## src/rtl/async_oneway_transmitter.sv

```systemverilog
`default_nettype none

`ifndef MESSAGE_SIZE
`define MESSAGE_SIZE 14
`endif

// ============================================================================
// Module   : async_oneway_transmitter
// Function : Serialises a message into 6-bit chunks with slow, debouncer-safe
//            chunk and commit strobes for the one-way board-to-board link.
// Revision : 1.0
// ============================================================================
module async_oneway_transmitter #(
    parameter int MSG_W       = `MESSAGE_SIZE,
    parameter int HOLD_CYCLES = 16
) (
    input  logic             clk_send,
    input  logic             rst_n,
    input  logic             send,
    input  logic [MSG_W-1:0] message,
    output logic             busy,
    output logic             done,
    output logic [5:0]       dout,
    output logic             packet_pulse,
    output logic             transmit_ctrl
);

    localparam int N_CHUNKS = MSG_W / 6 + 1;
    localparam int FRAME_W  = 6 * N_CHUNKS;
    localparam int PAD_W    = FRAME_W - MSG_W;
    localparam int CNT_W    = $clog2(HOLD_CYCLES);
    localparam int IDX_W    = $clog2(N_CHUNKS + 1);

    localparam logic [CNT_W-1:0] C_HOLD_LAST = CNT_W'(HOLD_CYCLES - 1);
    localparam logic [IDX_W-1:0] C_IDX_LAST  = IDX_W'(N_CHUNKS - 1);

    typedef enum logic [2:0] {
        IDLE     = 3'd0,
        SETUP    = 3'd1,
        STROBE   = 3'd2,
        RELEASE  = 3'd3,
        COMMIT   = 3'd4,
        COOLDOWN = 3'd5
    } state_t;

    state_t             r_state;
    logic [CNT_W-1:0]   r_cnt;
    logic [IDX_W-1:0]   r_idx;
    logic [FRAME_W-1:0] r_shift;

    logic [FRAME_W-1:0] w_frame;
    logic [FRAME_W-1:0] w_shifted;
    logic               w_hold_done;

    // Padding always lands in the last chunk so the far end's window lines up.
    assign w_frame     = {{PAD_W{1'b0}}, message};
    assign w_shifted   = r_shift >> 6;
    assign w_hold_done = (r_cnt == C_HOLD_LAST);

    always_ff @(posedge clk_send or negedge rst_n) begin
        if (!rst_n) begin
            r_state       <= IDLE;
            r_cnt         <= '0;
            r_idx         <= '0;
            r_shift       <= '0;
            dout          <= 6'd0;
            packet_pulse  <= 1'b0;
            transmit_ctrl <= 1'b0;
            busy          <= 1'b0;
            done          <= 1'b0;
        end else begin
            done <= 1'b0;
            case (r_state)
                IDLE: begin
                    if (send) begin
                        r_shift <= w_frame;
                        dout    <= w_frame[5:0];
                        r_idx   <= '0;
                        r_cnt   <= '0;
                        busy    <= 1'b1;
                        r_state <= SETUP;
                    end
                end
                SETUP: begin
                    if (w_hold_done) begin
                        r_cnt        <= '0;
                        packet_pulse <= 1'b1;
                        r_state      <= STROBE;
                    end else begin
                        r_cnt <= r_cnt + 1'b1;
                    end
                end
                STROBE: begin
                    if (w_hold_done) begin
                        r_cnt        <= '0;
                        packet_pulse <= 1'b0;
                        r_state      <= RELEASE;
                    end else begin
                        r_cnt <= r_cnt + 1'b1;
                    end
                end
                RELEASE: begin
                    if (w_hold_done) begin
                        r_cnt <= '0;
                        if (r_idx == C_IDX_LAST) begin
                            transmit_ctrl <= 1'b1;
                            r_state       <= COMMIT;
                        end else begin
                            r_idx   <= r_idx + 1'b1;
                            r_shift <= w_shifted;
                            dout    <= w_shifted[5:0];
                            r_state <= SETUP;
                        end
                    end else begin
                        r_cnt <= r_cnt + 1'b1;
                    end
                end
                COMMIT: begin
                    if (w_hold_done) begin
                        r_cnt         <= '0;
                        transmit_ctrl <= 1'b0;
                        r_state       <= COOLDOWN;
                    end else begin
                        r_cnt <= r_cnt + 1'b1;
                    end
                end
                COOLDOWN: begin
                    if (w_hold_done) begin
                        r_cnt   <= '0;
                        dout    <= 6'd0;
                        busy    <= 1'b0;
                        done    <= 1'b1;
                        r_state <= IDLE;
                    end else begin
                        r_cnt <= r_cnt + 1'b1;
                    end
                end
                default: begin
                    r_state <= IDLE;
                end
            endcase
        end
    end

endmodule

`default_nettype wire

```

## config.mk

```make
export PLATFORM = sky130hd
export DESIGN_NAME = async_oneway_transmitter
export DESIGN_NICKNAME = d
export VERILOG_FILES = /design/src/rtl/async_oneway_transmitter.sv
export SDC_FILE = /design/constraint.sdc
export NUM_CORES = 1
export LEC_CHECK = 0
export CAP_MARGIN = 20
export CORE_MARGIN = 2
export CORE_UTILIZATION = 57
export CTS_BUF_LIST = sky130_fd_sc_hd__clkbuf_2
export CTS_CLUSTER_DIAMETER = 40
export CTS_CLUSTER_SIZE = 8
export DETAILED_ROUTE_END_ITERATION = 10
export PLACE_DENSITY = 0.95
export SETUP_SLACK_MARGIN = 0.1
export SLEW_MARGIN = 0
export SYNTH_ARGS = -nofsm -noshare
export SYNTH_HDL_FRONTEND = slang
export SYNTH_SLANG_ARGS = --single-unit
```

## constraint.sdc

```tcl
create_clock -name clk_send -period 3.9 [get_ports clk_send]
set_input_delay 0.39 -clock clk_send [delete_from_list [all_inputs] [get_ports clk_send]]
set_output_delay 0.39 -clock clk_send [all_outputs]
set_load 0.02 [all_outputs]
```

==> flow_summary_export.csv <==
group,metric,value,unit
sta,max_slew_margin,0.519,
routing,final_antenna_net_count,0,
synth,synth_edf_count,0,
synth,yosys.cell_types.count,31,
finish,multiInputGateArea,689,sq um
hold_path,hold_class,"input pin to async pin",
global_routing,grt_pass1_vias,1025,
setup_path,worstPathArrival,2.68,ns
synth,ys_ff_latch,27,
finish,final_common_cell,"dfrtp_1",
sta,min_period_over_period,0.616,
routing,drt_first_pass_iters,5,
placed_design,dp_hpwl,2230,um
placed_design,place_inst,179,
cts,clk_pin_slew,0.25,ns
synth,ys.flop_type,"dfrtp_1",
cts,cts.sinks,27,
cts,cts_hold_buf,0,
synth,yosysSeqAreaShare,0.470,
routing,num_vias,1100,
global_routing,grt_pass1_wl,4570,um
setup_path,critical_path_buf_inv_count,0,
finish,diodes,0,
cts,cts_made_buffers,3,
pwr,p_leak,0.776,nW
routing,drt_wl_total,2980,um
sta,period_minus_slack,2.40,ns
global_routing,grt_max_degree,28,
routing,drc,0,
global_routing,grt_usage,0.220,
placed_design,gp_congestion,0.778,
routing,avgViaCountPerCell,6.01,
sta,hold_viol_final,0,
setup_path,crit_type,"register to register",
floorplanning,num_rows,18,
global_routing,antenna_found_initial,0,
floorplanning,core_area,0.00243,sq mm
finish,regArea,676,sq um
synth,ys_warn_count,0,
sta,tns,0,ns
floorplanning,dieArea,0.00294,sq mm
sta,fin_skew,0.00171,ns
sta,rsz0062_at_grt,"no",
cts,cts_setup_buffers,0,
setup_path,endpoint_kind,"register",
status,status,"complete, no violations",
cts,ctsLongestPathBuffers,2,
cts,cts-root-buf,"clkbuf_2",
sta,fmax,416,MHz
floorplanning,die_h,54.2,um
pwr,peakVddDrop,0.440,mV
finish,fill_cells,170,
global_routing,overflow,0,
floorplanning,start_util,0.591,
sta,worst_pin_slew,0.720,ns
pwr,power.density,728,mW/mm^2
placed_design,portBuffers,26,
synth,avgSynthCellArea,10.9,sq um
synth,synthCells,132,
setup_path,cp_max_fo,21,
finish,synthToLayoutAreaGrowth,18.2,%
floorplanning,ios,27,
setup_path,crit_chain,"nor2b_1, a31oi_4, nor2b_4, mux2_4",
finish,nNetsFinal,173,
setup_path,cpPeakStageDelay,0.84,ns
setup_path,worstPathRequired,4.17,ns
synth,syn_area,0.00144,sq mm
cts,cts_tree,"yes",
cts,htreeDepth,1,
setup_path,critPathLaunchType,"register",
routing,drtIter0Drc,32,
synth,syn_nets,151,
synth,synthArstFlopShare,1.00,
cts,insertion_delay,0.35,ns
finish,final_cell_count_no_fill,183,
cts,cts_resized,0,
job,maxCapViolations,0,
sta,setup_viol,0,
floorplanning,die_x,54.2,um
routing,avgRoutedWirePerCell,16.3,um
finish,drive_gt1_frac,0.105,
sta,drv_slew,0,
setup_path,cp_top_family,"flip-flops",
setup_path,cp_slowest_cell,"dfrtp_1",
finish,final_cell_mix,"27 x dfrtp_1, 26 x clkdlybuf4s50_1, 18 x a22o_1",
## synthesized netlist by cell type (2+ instances only)
cell,number,area share
nand2_1,15,0.039
nand3b_1,2,0.010
mux2i_1,4,0.028
dfrtp_1,27,0.47
a311oi_1,2,0.012
inv_1,2,0.0052
ha_1,2,0.017
o21ai_0,10,0.035
buf_2,6,0.021
nor2b_1,3,0.013
nor2_1,6,0.016
a21oi_1,7,0.024
a22o_1,18,0.11
nand3_1,4,0.014
buf_4,3,0.016
mux2_4,6,0.063
## where the power goes
group | switching (W) | internal (W) | total (W)
logic | 0.000289 | 0.000315 | 0.000603
registers | 0.000132 | 0.000391 | 0.000523
clock network | 0.0000819 | 0.0000271 | 0.000109
## routing by layer
| layer | track usage | routed length (um) |
|---|---|---|
| met2 | 0.373 | 1470 |
| met5 | 0 | 0 |
| met1 | 0.273 | 1280 |
| met4 | 0.113 | 89 |
| met3 | 0.0250 | 138 |
## worst paths after layout
kind | slack (ns) | startpoint | end | cells after the start
setup / recovery | 1.50 | r_state[2] | dout[1] | 4
hold / removal | 0.36 | rst_n | busy | 2
setup reg to reg | 1.50 | r_state[2] | dout[1] | 4
hold reg to reg | 0.53 | r_shift[7] | r_shift[7] | 2
max in group asynchronous | 3.30 | rst_n | r_state[0] | 2
min in group clk_send | 0.53 | r_shift[7] | r_shift[7] | 2
## sequential cells by signal (all words and copies together) (netlist names)
signal and flops:
busy 1, transmit_ctrl 1, dout 6, r_cnt 4, r_idx 2, r_shift 8, r_state 3, packet_pulse 1
done 1
## final cells by class
class / count / area share
clock buffer: 4 / 0.0118
inverter: 2 / 0.00442
multi-input combinational: 93 / 0.406
sequential: 27 / 0.398
tap: 30 / 0.0221
timing repair buffer: 27 / 0.158
## per-stage QoR
stage	power [W]	area, sq um	hold slack [ns]	setup slack (ns)	utilization
final	0.00124	1700	0.362	1.50	0.698
after global routing	0.00132	1700	0.365	1.40	0.698
after CTS	0.00123	1700	0.383	1.55	0.698
after detailed placement	0.00113	1680	0.476	1.60	0.690
after global placement	0.00107	1680	0.475	1.73	0.690
after floorplan	0.000954	1440	0.0944	2.10	-
## kinds of logic after synthesis
family,share of synthesized area
xor gates and xnor gates,0.00610
and+or+nand+nor,0.145
DFF,0.470
buffers and inverters,0.0497
adders and majority gates,0.0174
AOI/OAI and AO/OA,0.221
muxes,0.0906
Note: power is estimated with default switching activity, not from simulation.
